`src/rtl/fetch_pc_queue.sv`:
```
// fetch_pc_queue: sequential PC generator feeding an N-deep in-order fetch
// queue. Requests go to an in-order, variable-latency imem; responses fill
// queue entries in order and the head entry is offered to decode. A redirect
// flushes the queue and arranges for stale in-flight responses to be dropped.
module fetch_pc_queue #(
  parameter logic [31:0] RESET_PC = 32'hBFC0_0000,
  parameter int          DEPTH    = 4,
  parameter int          PTR_W    = $clog2(DEPTH)
) (
  input  logic             clk,
  input  logic             reset,
  input  logic             fetch_stall,
  input  logic             redirect_valid,
  input  logic [31:0]      redirect_pc,
  output logic             req_valid,
  output logic [31:0]      req_addr,
  input  logic             req_ready,
  input  logic             resp_valid,
  input  logic [31:0]      resp_inst,
  output logic             out_valid,
  output logic [31:0]      out_pc,
  output logic [31:0]      out_inst,
  input  logic             post_allowin,
  output logic [PTR_W:0]   queue_count
);

  localparam logic [PTR_W:0]   FULL_COUNT = (PTR_W+1)'(DEPTH);
  localparam logic [PTR_W-1:0] PTR_ONE    = PTR_W'(1);
  localparam logic [PTR_W+1:0] DISC_ONE   = (PTR_W+2)'(1);

  logic [31:0]      fetch_pc_reg;
  logic [PTR_W-1:0] head_ptr_reg;
  logic [PTR_W-1:0] alloc_ptr_reg;
  logic [PTR_W-1:0] fill_ptr_reg;
  logic [PTR_W:0]   alloc_count_reg;
  // Allocated entries whose instruction has not come back yet.
  logic [PTR_W:0]   pending_cnt_reg;
  // Responses still owed by imem for requests issued before a redirect.
  logic [PTR_W+1:0] discard_cnt_reg;
  logic [DEPTH-1:0] filled_reg;
  logic [DEPTH-1:0] filled_next;
  logic [31:0]      pc_mem   [DEPTH];
  logic [31:0]      inst_mem [DEPTH];

  logic handshake;
  logic fill_en;
  logic drop_en;
  logic pop;

  // Request gating looks at the current count, so a pop in a full cycle does
  // not let a new request through until the following cycle.
  assign req_valid   = !reset && !redirect_valid && !fetch_stall &&
                       (alloc_count_reg < FULL_COUNT);
  assign req_addr    = fetch_pc_reg;
  assign handshake   = req_valid && req_ready;

  // Responses are consumed by the discard counter first; only once it is
  // empty do they belong to live queue entries.
  assign drop_en     = resp_valid && (discard_cnt_reg != '0);
  assign fill_en     = resp_valid && (discard_cnt_reg == '0) && !redirect_valid;

  assign out_valid   = !reset && !redirect_valid && (alloc_count_reg != '0) &&
                       filled_reg[head_ptr_reg];
  assign out_pc      = pc_mem[head_ptr_reg];
  assign out_inst    = inst_mem[head_ptr_reg];
  assign pop         = out_valid && post_allowin;
  assign queue_count = alloc_count_reg;

  // Per-entry filled flag: set by a matching fill, cleared on allocate or pop.
  genvar gi;
  generate
    for (gi = 0; gi < DEPTH; gi++) begin : g_filled
      assign filled_next[gi] =
        (fill_en && (fill_ptr_reg == PTR_W'(gi))) ? 1'b1 :
        ((handshake && (alloc_ptr_reg == PTR_W'(gi))) ||
         (pop && (head_ptr_reg == PTR_W'(gi))))     ? 1'b0 :
        filled_reg[gi];
    end
  endgenerate

  // Entry payload storage: PC captured at request, instruction at fill.
  always_ff @(posedge clk) begin
    if (handshake) pc_mem[alloc_ptr_reg] <= fetch_pc_reg;
    if (fill_en)   inst_mem[fill_ptr_reg] <= resp_inst;
  end

  // Control state: reset, then redirect flush, then normal queue operation.
  always_ff @(posedge clk) begin
    if (reset) begin
      fetch_pc_reg    <= RESET_PC;
      head_ptr_reg    <= '0;
      alloc_ptr_reg   <= '0;
      fill_ptr_reg    <= '0;
      alloc_count_reg <= '0;
      pending_cnt_reg <= '0;
      discard_cnt_reg <= '0;
      filled_reg      <= '0;
    end else if (redirect_valid) begin
      fetch_pc_reg    <= redirect_pc;
      head_ptr_reg    <= '0;
      alloc_ptr_reg   <= '0;
      fill_ptr_reg    <= '0;
      alloc_count_reg <= '0;
      pending_cnt_reg <= '0;
      filled_reg      <= '0;
      // Everything still in flight becomes discard; a response arriving now
      // retires one of those outstanding requests and is itself dropped.
      discard_cnt_reg <= discard_cnt_reg + (PTR_W+2)'(pending_cnt_reg) -
                         (PTR_W+2)'(resp_valid);
    end else begin
      if (handshake) begin
        fetch_pc_reg  <= fetch_pc_reg + 32'd4;
        alloc_ptr_reg <= alloc_ptr_reg + PTR_ONE;
      end
      if (fill_en) fill_ptr_reg    <= fill_ptr_reg + PTR_ONE;
      if (drop_en) discard_cnt_reg <= discard_cnt_reg - DISC_ONE;
      if (pop)     head_ptr_reg    <= head_ptr_reg + PTR_ONE;
      alloc_count_reg <= alloc_count_reg + (PTR_W+1)'(handshake) - (PTR_W+1)'(pop);
      pending_cnt_reg <= pending_cnt_reg + (PTR_W+1)'(handshake) - (PTR_W+1)'(fill_en);
      filled_reg      <= filled_next;
    end
  end

  // An imem response must always correspond to an issued-but-unreturned request.
  a_resp_has_owner: assert property (@(posedge clk) disable iff (reset)
    resp_valid |-> ((pending_cnt_reg != '0) || (discard_cnt_reg != '0)));

endmodule

```
`config.mk`:
```
export PLATFORM = sky130hd
export DESIGN_NAME = fetch_pc_queue
export DESIGN_NICKNAME = d
export VERILOG_FILES = /design/src/rtl/fetch_pc_queue.sv
export SDC_FILE = /design/constraint.sdc
export NUM_CORES = 1
export LEC_CHECK = 0
export CAP_MARGIN = 15
export CORE_ASPECT_RATIO = 0.7
export CORE_MARGIN = 2
export CORE_UTILIZATION = 55
export CTS_BUF_LIST = sky130_fd_sc_hd__clkbuf_16
export DETAILED_ROUTE_END_ITERATION = 8
export DONT_BUFFER_PORTS = 1
export HOLD_SLACK_MARGIN = 0.02
export PLACE_DENSITY = 0.7
export RECOVER_POWER = 50
export SLEW_MARGIN = 20
export SYNTH_ARGS = -nofsm -noshare
export SYNTH_HDL_FRONTEND = slang
export SYNTH_SLANG_ARGS = --single-unit
```
`constraint.sdc`:
```
create_clock -name clk -period 4.85 [get_ports clk]
set_input_delay 0 -clock clk [delete_from_list [all_inputs] [get_ports clk]]
set_output_delay 0 -clock clk [all_outputs]
set_load 0.05 [all_outputs]
```
After elaboration in Yosys (flattened, before gate mapping)

Memory sizes are Yosys's and may differ from the RTL's. A register that Yosys moved wholly into a read port is not among the register bits.
Index checks and enable logic that the tools add are counted.

Register bits: 52
RAM bits: 256
Input bits: 71
Output and inout port bits: 101
Word-level logic and storage cells: 99
Memories: 2

Add/subtract/negate cells: 11
$lt $le $gt $ge: 2
Equality and inequality tests: 9
Mux-type cells: 22
Reductions and logical operators: 42

Memory list:

| memory   | words | width | rd ports | clocked after Yosys merged registers in | write ports | RTL line | text |
|---|---|---|---|---|---|---|---|
| inst_mem | 4     | 32    | 1        | 1                                       | 1           | 43       | `logic [31:0] inst_mem [DEPTH];` |
| pc_mem   | 4     | 32    | 1        | 1                                       | 1           | 42       | `logic [31:0] pc_mem [DEPTH];` |

Operators by type and width:

| cell                  | number |
|---|---|
| $mux 32               | 2 |
| $add 32x3->32 const B | 1 |
| $logic_and 1x1->1     | 22 |
| $mux 1                | 13 |
| $eq 2x2->1 const B    | 6 |
| $reduce_bool 2->1     | 6 |
| $mux 2                | 4 |
| $mux 4                | 2 |
| $add 2x1->2 const B   | 3 |
| $add 3x1->3           | 2 |
| $eq 2x1->1 const B    | 3 |
| $logic_not 2->1       | 3 |
| $sub 3x1->3           | 2 |
| $add 4x3->4           | 1 |
| $logic_not 4->1       | 1 |
| $logic_or 1x1->1      | 4 |
| $reduce_bool 4->1     | 1 |
| $sub 4x1->4           | 1 |
| $sub 4x1->4 const B   | 1 |
| $logic_not 1->1       | 3 |
| $lt 2x3->1 const B    | 1 |
| $lt 3x3->1 const B    | 1 |
| $reduce_bool 3->1     | 1 |
| $bmux 1 s2            | 1 |
| $reduce_or 2->1       | 1 |

Logic depth before layout (Yosys ltp)

Gate-level depths: netlist of the first run.

Word-level depth: 9
Mapped depth: 13

Least setup slack after synthesis of the first run

OpenSTA, ideal clock, no wires.

Kind: register to register
From: reg head_ptr_reg[0]
To: reg alloc_count_reg[2], in the netlist queue_count[2]
Setup time: 128 ps
Data arrival time: 2805 ps
Data required time: 4722 ps
Setup slack: 1917 ps
Cell stages (with the launch flop): 12
Path buffers: 1
Cells stage by stage: dfxtp_1 mux4_2 o311a_1 and2_1 buf_2 ha_1 inv_1 ha_1 fa_1 xnor2_1 xnor2_1 nor2_1

Longest elaborated chain between the ends: 5

Ends and longest elaborated chain:

| item                         | RTL line | text |
|---|---|---|
| start: declaration           | 32       | `logic [PTR_W-1:0] head_ptr_reg;` |
| start signal: assignment     | 117      | `if (pop) head_ptr_reg <= head_ptr_reg + PTR_ONE;` |
| $bmux 1 s2                   | 63       | `filled_reg[head_ptr_reg];` |
| $mux 1 (not written as such) | 63       |  |
| $logic_and 1x1->1            | 62       | `assign out_valid = !reset && !redirect_valid && (alloc_count_reg != '0) &&` |
| net out_valid                | 20       | `output logic out_valid,` |
| $logic_and 1x1->1            | 66       | `assign pop = out_valid && post_allowin;` |
| net pop                      | 48       | `logic pop;` |
| $sub 3x1->3                  | 118      | `alloc_count_reg <= alloc_count_reg + (PTR_W+1)'(handshake) - (PTR_W+1)'(pop);` |
| end signal: assignment       | 118      |  |
| end: declaration             | 35       | `logic [PTR_W:0] alloc_count_reg;` |

The timed path passes the listed nets, and every way through them passes these cells. The select of a mux whose other input is x is not followed.
A chain may end at the register's enable or synchronous reset.

Worst setup path after layout of the first run

From: reg alloc_count_reg[2], in the netlist queue_count[2]
To: reg fetch_pc_reg[8], in the netlist req_addr[8]

Longest elaborated chain between the ends: 4

Ends and longest elaborated chain:

| item                        | RTL line | text |
|---|---|---|
| $lt 3x3->1                  | 53       | `(alloc_count_reg < FULL_COUNT);` |
| $logic_and 1x1->1           | 52       | `assign req_valid = !reset && !redirect_valid && !fetch_stall &&` |
| $logic_and 1x1->1           | 55       | `assign handshake = req_valid && req_ready;` |
| $reduce_bool 2->1 (no line) | n/a      |  |
| end signal: assignment      | 99       | `fetch_pc_reg <= redirect_pc;` |
| end signal: assignment      | 112      | `fetch_pc_reg <= fetch_pc_reg + 32'd4;` |
| end: declaration            | 31       | `logic [31:0] fetch_pc_reg;` |

Every way passes these cells.

==> results of run 1 <==
==> power breakdown <==
group	internal [µW]	switching (µW)	leakage, µW
combinational	190	306	0.00166
clock	1350	945	0.000495
sequential	2960	127	0.00275
total	4500	1380	0.00491
==> worst paths after layout <==
kind	startpoint	endpoint
setup / recovery	queue_count[2]$_SDFF_PP0_	req_addr[8]$_SDFFE_PP0N_
hold / removal	redirect_valid	pending_cnt_reg[0]$_SDFF_PP0_
setup reg to reg	queue_count[2]$_SDFF_PP0_	req_addr[8]$_SDFFE_PP0N_
hold reg to reg	fill_ptr_reg[1]$_SDFFE_PP0P_	fill_ptr_reg[1]$_SDFFE_PP0P_
==> critical path, delay by kind of cell (launching register included) <==
kind / cells / cell delay (ns)
buffers and inverters: 3 / 1.30
AND/OR/NAND/NOR: 3 / 0.89
flip-flops: 1 / 0.77
AO/OA/AOI/OAI: 2 / 0.22
==> cell type report <==
type                            count  area [µm²]
Timing Repair Buffer              105        1060
Clock buffer                       29         726
Tap cell                          288         360
Multi-Input combinational cell    349        3460
Fill cell                        1515        7700
Sequential cell                   310        8780
Clock inverter                     23         243
Inverter                           29         109
==> per-stage QoR <==
step	std cells	hold slack, ns	util (%)
finish	1133	0.0725	65.7
global route	1133	0.109	65.7
CTS	1132	0.0599	65.6
detailed placement	980	0.0699	56.8
global placement	980	0.0692	56.8
floorplan	718	0.0989	-
==> metal layers <==
| metal | vias to the layer above | GRT usage (%) | part of all wire [%] |
|---|---|---|---|
| li1 | 3013 | - | - |
| met1 | 3560 | 30.4 | 43 |
| met2 | 259 | 36.7 | 47 |
| met3 | 57 | 5.67 | 7.8 |
| met4 | 0 | 6.21 | 2.2 |
| met5 | - | 0 | 0 |
==> cells in the final DEF, fill, tap and decap left out, drive strengths merged, types with 2 or more instances in the layout <==
cell type    netlist  layout
a211oi            11      11
a21o               6       6
a21oi             23      23
a31oi              2       2
a41oi              2       2
and2               9       9
and3               6       6
and4               3       3
buf               15       5
bufinv             0       5
clkbuf            15      31
clkinv             0      10
dfxtp             54      54
dlygate4sd3        0      98
edfxtp           256     256
fa                 3       3
ha                25      25
inv               29      36
mux2i              7       7
mux4              65      65
nand2             44      44
nand3             10      10
nand3b             3       3
nand4             14      14
nor2              37      37
nor2b              2       2
nor3              13      13
nor3b              2       2
nor4               9       9
nor4b              2       2
o211a              2       2
o21ai              5       5
o22ai              2       2
xnor2             16      16
xor2              13      13
==> cells by family after synthesis <==
group                    count (synthesis)
AO/OA/AOI/OAI                           60
XOR/XNOR                                29
adder cells (fa/ha/maj)                 28
buffers and inverters                   59
flip-flops                             310
multiplexers                            73
AND/OR/NAND/NOR                        159
==> repair_timing <==
action | CTS | global route
gates resized for setup | 0 | 0
hold buffers | 100 | 0
hold endpoints to repair | 182 | 0
==> impl_metrics.yaml, run 1 <==
finish:
  syn2layout_area_growth_pct: 18.2
  diodes: 0
  drive_gt1_share_pct: 15.9
  fin_area_um2: 14700
  nNetsFinal: 923
power_and_ir_drop:
  cellPowerDensity_nw_per_um2: 399
  peakVddDrop_mv: 0.329
  p_leak_uw: 0.00491
  power_uw: 5880
sta:
  setup_viol: 0
  fin_setup_tns_ns: 0
  max_slew_margin_pct: 29.8
  worst_slew_pin_slew_ns: 1.05
  grt_setup_unrepaired: "false"
  layout_setup_ws_ns: 1.57
  finalHoldViolCount: 0
  max_freq_ghz: 0.305
  final_max_slew_viol_count: 0
  fin_skew_ns: 0.0167
  period_share_pct: 67.6
  period_minus_slack_ns: 3.28
yosys:
  yosysTopAreaCell: "edfxtp_1"
  synth-compound-area-share_pct: 3.21
  synthTopCellsByCount: "edfxtp_1, mux4_2, dfxtp_1, nand2_1, nor2_1"
  synth_fa_ha_area_share_pct: 2.99
  synth.distinct_cells: 56
  yosysMostFrequentCell: "edfxtp_1"
  synthArstFlopShare_pct: 0
  synth.area.top_cells: "edfxtp_1, mux4_2, dfxtp_1"
  synthSimpleGateAreaFrac_pct: 7.07
  synth_nets: 817
  synth_edf_count: 256
  synth.area.mux_share_pct: 12.4
  postSynthAreaPerCell_um2: 17.4
  yosysSeqAreaShare_pct: 70.3
  synthXorXnorAreaFrac_pct: 2.04
  synth_top_family_by_area: "multiplexers"
  synth_cells: 718
  synth_top_area_share_pct: 61.6
  yosysWarnings: 0
  ys.flop_type: "edfxtp_1"
  synthesis.area_um2: 12500
  ys_ff_latch: 310
floorplan:
  initial_core_util_pct: 55.6
  io_pins: 172
  die_h_um: 130
  core_area_um2: 22400
  std_cell_rows: 46
  dieArea_um2: 23900
  die_w_um: 184
placed_design:
  port_buffers: 0
  placed_area_um2: 12700
  dp_slack_ns: 1.69
  place.gp.congestion: 0.863
  dp_hpwl_mm: 15.6
route:
  finalWirelength_mm: 26.6
  vias: 6889
  avgRoutedWirePerCell_um: 23.5
  drc: 0
  drtIter0Drc: 443
  ant_nets: 0
  avgViaCountPerCell: 6.08
  first_pass_iters: 5
cts:
  clk_pin_slew_ns: 0.07
  cts_buffer_depth: 3
  cts_tree: "built"
  clk_latency_ns: 0.55
  htree_levels: 1
  cts_buffers: 29
  postCtsSetupBuffers: 0
  cts_root_buf: "clkbuf_16"
  cts.sinks: 310
global_route:
  grt_pass1_vias: 7119
  grt-ovfl-total: 0
  grt_antenna_before_repair: 0
  grt_pass1_wl_mm: 40.2
  grtUsageTotal_pct: 22.4
  grt_max_degree: 65
worst_setup_path:
  end_kind: "flip-flop"
  regToRegSetupSlack_ns: 1.57
  crit_type: "reg -> reg"
  cp_data_arrival_time_ns: 3.72
  crit_path_start_kind: "flip-flop"
  worstRegToRegCells: 8
  required_ns: 5.29
  path_max_fanout: 15
  slowest_stage: "dfxtp_1"
  slowest_delay_ns: 0.77
  cp_cell_sequence: "or3b_1, nor2_4, inv_2, nor3_1, a21oi_1, dlygate4sd3_1, a21oi_1, dlygate4sd3_1"
flow_run:
  max_cap_viol_count: 0
run_status:
  status: "finished, final reports clean"
min_path:
  hold_path_class: "in -> reg"
  whs_path_depth: 5
(Power assumes the default switching activity.)
==> inputs of run 2 (changes only) <==
--- a/config.mk
+++ b/config.mk
@@ -5,6 +5,7 @@
 export SDC_FILE = /design/constraint.sdc
 export NUM_CORES = 1
 export LEC_CHECK = 0
+export ABC_AREA = 1
 export CAP_MARGIN = 15
 export CORE_ASPECT_RATIO = 0.7
 export CORE_MARGIN = 2
@@ -13,7 +14,7 @@
 export DETAILED_ROUTE_END_ITERATION = 8
 export DONT_BUFFER_PORTS = 1
 export HOLD_SLACK_MARGIN = 0.02
-export PLACE_DENSITY = 0.7
+export PLACE_DENSITY = 0.73
 export RECOVER_POWER = 50
 export SLEW_MARGIN = 20
 export SYNTH_ARGS = -nofsm -noshare
==> constraint.sdc (replaced) <==
create_clock -name clk -period 2.9 [get_ports clk]
set_input_delay 0 -clock clk [delete_from_list [all_inputs] [get_ports clk]]
set_output_delay 0 -clock clk [all_outputs]
set_load 0.05 [all_outputs]
==> run 2 against run 1 <==
Clock skew decreased by 0.0071 ns. Area after synthesis increased by 4.9%. Design area grew 8.3%. Cell count grew 51%.
==> impl_metrics.yaml, run 2 <==
run_status:
  status: "finished, final reports clean"
worst_setup_path:
  end_kind: "flip-flop"
  path_max_fanout: 10
  crit_type: "reg -> reg"
  crit_path_start_kind: "flip-flop"
  required_ns: 3.38
  cp_data_arrival_time_ns: 3.23
global_route:
  grt_pass1_vias: 9201
  grt_max_degree: 129
  grtUsageTotal_pct: 25.2
  grt_pass1_wl_mm: 49.5
  grt_antenna_before_repair: 1
  grt-ovfl-total: 0
min_path:
  hold_path_class: "in -> reg"
finish:
  final_cell_mix: "edfxtp_1, nor2_1, nand2_1"
  mostFrequentLayoutCell: "edfxtp_1"
  syn2layout_area_growth_pct: 22.1
  ff_latch_area_um2: 8770
  nNetsFinal: 1472
  fin_area_um2: 16000
  multiInputGateArea_um2: 3740
  drive_gt1_share_pct: 11.9
  nFillCells: 1721
yosys:
  synth_nets: 1282
  synth.distinct_cells: 38
  yosysSeqAreaShare_pct: 67.0
  synthesis.area_um2: 13100
  ys_ff_latch: 310
  yosysTopAreaCell: "edfxtp_1"
  postSynthAreaPerCell_um2: 11.1
  ys.flop_type: "edfxtp_1"
  synth.area.top_cells: "edfxtp_1, dfxtp_1, o21ai_0"
  synth_edf_count: 256
  synthTopCellsByCount: "edfxtp_1, nor2_1, nand2_1, o21ai_0, inv_1"
  synth_top_area_share_pct: 58.8
  yosysWarnings: 0
  synthArstFlopShare_pct: 0
  synth_cells: 1183
  yosysMostFrequentCell: "edfxtp_1"
route:
  drc: 0
  avgViaCountPerCell: 5.59
  ant_nets: 0
  vias: 9583
  avgRoutedWirePerCell_um: 18.4
  first_pass_iters: 5
  finalWirelength_mm: 31.6
  drtIter0Drc: 926
power_and_ir_drop:
  p_leak_uw: 0.00581
  peakVddDrop_mv: 0.525
  cellPowerDensity_nw_per_um2: 585
cts:
  cts_tree: "built"
  clk_pin_slew_ns: 0.07
  postCtsSetupBuffers: 0
  htree_levels: 1
  clk_latency_ns: 0.54
  cts.sinks: 310
  cts_buffers: 28
  cts_buffer_depth: 3
  cts_root_buf: "clkbuf_16"
sta:
  fin_skew_ns: 0.00959
  fin_setup_tns_ns: 0
  setup_viol: 0
  worst_slew_pin_slew_ns: 1.05
  period_minus_slack_ns: 2.75
  finalHoldViolCount: 0
  grt_setup_unrepaired: "false"
  max_slew_margin_pct: 30.2
  period_share_pct: 94.8
  final_max_slew_viol_count: 0
  max_freq_ghz: 0.364
floorplan:
  io_pins: 172
  initial_core_util_pct: 55.6
  die_h_um: 133
  core_area_um2: 23500
  die_w_um: 188
  dieArea_um2: 25100
  std_cell_rows: 47
placed_design:
  place.gp.congestion: 0.900
  placed_area_um2: 14100
  port_buffers: 0
  dp_hpwl_mm: 18.8
flow_run:
  max_cap_viol_count: 0
-- run 2: area by class of cell --
class | count | share of cell area, %
sequential | 310 | 54.9
multi-input combinational | 727 | 23.4
timing repair buffer | 216 | 11.7
clock buffer | 29 | 4.54
tap | 318 | 2.49
inverter | 90 | 2.14
clock inverter | 22 | 0.721
antenna | 1 | 0.0157
-- run 2: power by group --
group	switching [µW]	internal, µW	total, µW
clock network	1570	1810	3380
logic	627	328	954
registers	76.0	4930	5000
-- run 2: stage by stage --
step                      worst slack (ns)  instances  hold WS, ns  util, %  power, µW
after floorplan                      0.191       1183       0.0989        -       5670
after global placement               0.529       1556       0.0729     60.2       5870
after detailed placement             0.405       1556       0.0731     60.2       5890
after CTS                            0.204       1712       0.0256     68.3       9380
after global routing                0.0421       1713       0.0621     67.9       9640
final                                0.151       1713       0.0426     67.9       9340
-- run 2: layer usage --
metal	track usage [%]	vias up	share of wire [%]
li1	-	4518	-
met1	35.1	4543	43
met2	39.7	429	45
met3	6.13	93	8.8
met4	7.64	0	3.2
met5	0	-	0
-- run 2: kinds of logic after synthesis --
logic type               Yosys count  share of synthesized area (%)
AND/OR/NAND/NOR                  403                           12.9
AO/OA/AOI/OAI                    280                           11.7
adder cells (fa/ha/maj)           28                           2.85
buffers and inverters            146                           4.50
flip-flops                       310                           67.0
XOR/XNOR                          16                           1.07
-- run 2: final timing paths --
check                                       start                               to  slack (ns)  cells after the start
setup / recovery        req_addr[20]$_SDFFE_PP0N_        req_addr[21]$_SDFFE_PP0N_        0.15                     10
hold / removal                        fetch_stall    alloc_ptr_reg[1]$_SDFFE_PP0P_        0.04                      4
setup reg to reg        req_addr[20]$_SDFFE_PP0N_        req_addr[21]$_SDFFE_PP0N_        0.15                     10
hold reg to reg   discard_cnt_reg[2]$_SDFFE_PP0P_  discard_cnt_reg[2]$_SDFFE_PP0P_        0.52                      2
-- run 2: critical path, cell delays in order (launching register included) --
cell and delay, ns:
dfxtp_1 0.32, clkbuf_1 0.77, nand2_1 0.23, nor2_1 0.18, nand2_1 0.11, nor2_1 0.16
nand3_1 0.12, nand2_1 0.09, nand2_1 0.05, a21oi_1 0.13, dlygate4sd3_1 0.55
-- run 2: what timing repair did --
action                     CTS  global route
hold buffers               105             0
hold endpoints to repair   182             0
gates resized for setup      0             2
setup endpoints to repair    0             2
==> inputs of run 3 (changes only) <==
==> constraint.sdc (replaced) <==
create_clock -name clk -period 2.9 [get_ports clk]
set_input_delay 0.145 -clock clk [delete_from_list [all_inputs] [get_ports clk]]
set_output_delay 0.145 -clock clk [all_outputs]
set_load 0.05 [all_outputs]
==> run 3 against run 2 <==
Sequential share of layout area is 0.36 points higher. Setup slack better by 0.055 ns. Core utilization is 0.45 points lower. First-iteration DRC count is 12% lower. Cell count is 0.64% lower. Count of clock-buffer cells in the layout stayed put. Design area is 0.66% lower. Die area stayed put. Maximum frequency is 2.0% higher. Combinational power is 2.5% lower. Largest cell class unchanged. Largest power group unchanged.
==> impl_metrics.yaml, run 3 (same netlist as run 2, synthesis figures left out) <==
worst_setup_path:
  slowest_stage: "dlygate4sd3_1"
  crit_type: "in -> reg"
  crit_path_start_kind: "primary input"
  cp_cell_sequence: "dlygate4sd3_1, buf_12, nor2_8, nand3_1, buf_4, nand2_1, clkbuf_1, o21ai_1, inv_1, a21oi_1, dlygate4sd3_1"
  cpLargestDelayFamily: "buffers and inverters"
  cp_num_buf_inv: 6
  end_kind: "flip-flop"
  cp_common_cell: "dlygate4sd3_1"
  path_max_fanout: 30
  required_ns: 3.32
  regToRegSetupSlack_ns: 0.34
  slowest_delay_ns: 0.59
  cp_data_arrival_time_ns: 3.11
route:
  first_pass_iters: 5
  vias: 9464
  avgViaCountPerCell: 5.56
  finalWirelength_mm: 31.0
  avgRoutedWirePerCell_um: 18.2
  drtIter0Drc: 819
  ant_nets: 0
  drc: 0
power_and_ir_drop:
  peakVddDrop_mv: 0.404
  switching_share_pct: 23.6
  p_leak_uw: 0.00584
  power.switching_uw: 2230
  combinationalPowerShare_pct: 9.9
  power_frac_clock_pct: 37.2
  cellPowerDensity_nw_per_um2: 595
  internal-power_uw: 7220
  p_seq_share_pct: 53.0
finish:
  syn2layout_area_growth_pct: 21.2
  mostFrequentLayoutCell: "edfxtp_1"
  drive_gt1_share_pct: 12.1
  nNetsFinal: 1463
  stdcell_count: 1702
  final_cell_mix: "edfxtp_1, nor2_1, nand2_1"
  diodes: 0
  final_util_pct: 67.4
flow_run:
  max_cap_viol_count: 0
global_route:
  grt-ovfl-total: 0
  grtUsageTotal_pct: 24.4
  grt_pass1_wl_mm: 48.3
  grt_pass1_vias: 9047
  grt_max_degree: 129
  grt_antenna_before_repair: 0
cts:
  cts.sinks: 310
  cts_resized: 0
  cts_buffer_depth: 3
  clk_latency_ns: 0.53
  htree_levels: 1
  cts_root_buf: "clkbuf_16"
  clk_pin_slew_ns: 0.06
  cts_buffers: 29
  cts_tree: "built"
  postCtsSetupBuffers: 0
floorplan:
  core_area_um2: 23500
  initial_core_util_pct: 55.6
  die_h_um: 133
  die_w_um: 188
  std_cell_rows: 47
  dieArea_um2: 25100
  io_pins: 172
sta:
  final_max_slew_viol_count: 0
  finalHoldViolCount: 0
  hold_ws_ns: 0.184
  fin_setup_tns_ns: 0
  period_minus_slack_ns: 2.69
  worst_slew_pin_slew_ns: 1.09
  fin_skew_ns: 0.00936
  period_share_pct: 92.9
  setup_viol: 0
  max_freq_ghz: 0.371
  max_slew_margin_pct: 27.3
  grt_setup_unrepaired: "false"
placed_design:
  placed_cells: 1558
  port_buffers: 0
  place.gp.congestion: 0.887
  dp_hpwl_mm: 18.7
run_status:
  status: "finished, final reports clean"
min_path:
  hold_path_class: "in -> reg"
==> run 3: cell types whose count changed in the layout (fill, tap and decap cells not counted), sizes merged <==
cell         change
diode            -1
clkinvlp         -4
bufinv           +2
inv              +7
clkinv           -5
dlygate4sd3     -12
buf              +2
==> run 3: power by group through the flow <==
stage / Sequential [µW] / Combinational, µW / Clock, µW
floorplan: 5200 / 471 / 0
CTS: 5000 / 933 / 3560
finish: 5000 / 930 / 3510
global route: 5010 / 1010 / 3740
global placement: 5090 / 770 / 0
detailed placement: 5100 / 784 / 0
==> run 3: worst reg2reg max path, delay by kind of cell (launching register included) <==
kind	cells	cell delay [ns]
AO/OA/AOI/OAI	2	0.23
buffers and inverters	4	1.46
AND/OR/NAND/NOR	3	0.42
flip-flops	1	0.34
==> run 3: metal layers <==
layer | up-vias | GRT usage [%] | share of wire (%)
met5 | - | 0 | 0
met4 | 0 | 5.69 | 1.7
met3 | 52 | 5.41 | 8.5
met2 | 387 | 39.1 | 46
met1 | 4533 | 34.5 | 44
li1 | 4492 | - | -
==> run 3: worst paths after layout <==
check / from / to / depth (start not counted)
max: reset / req_addr[18]$_SDFFE_PP0N_ / 11
min: req_ready / pending_cnt_reg[1]$_SDFF_PP0_ / 4
max reg2reg: queue_count[2]$_SDFF_PP0_ / req_addr[18]$_SDFFE_PP0N_ / 9
min reg2reg: alloc_ptr_reg[1]$_SDFFE_PP0P_ / alloc_ptr_reg[1]$_SDFFE_PP0P_ / 2
==> run 3: per-stage QoR <==
step / cell area, µm² / setup WS [ns] / total power [µW]
floorplan: 13100 / 0.191 / 5670
global route: 15900 / 0.149 / 9760
global placement: 14100 / 0.539 / 5860
detailed placement: 14100 / 0.439 / 5880
finish: 15900 / 0.206 / 9440
CTS: 16000 / 0.331 / 9500
==> run 3: timing repair <==
| action | in CTS | in global routing |
|---|---|---|
| endpoints found under the hold margin | 181 | 0 |
| hold buffers | 93 | 0 |
| setup endpoints to repair | 0 | 0 |
==> run 3: cell type report <==
| cell class | instances | area (µm²) |
|---|---|---|
| inverters | 90 | 339 |
| clock buffers | 29 | 726 |
| repair buffers | 206 | 1750 |
| clock inverters | 22 | 144 |
| multi-input cells | 727 | 3730 |
| well taps | 318 | 398 |
| fillers | 1761 | 7660 |
| flip-flops and latches | 310 | 8770 |
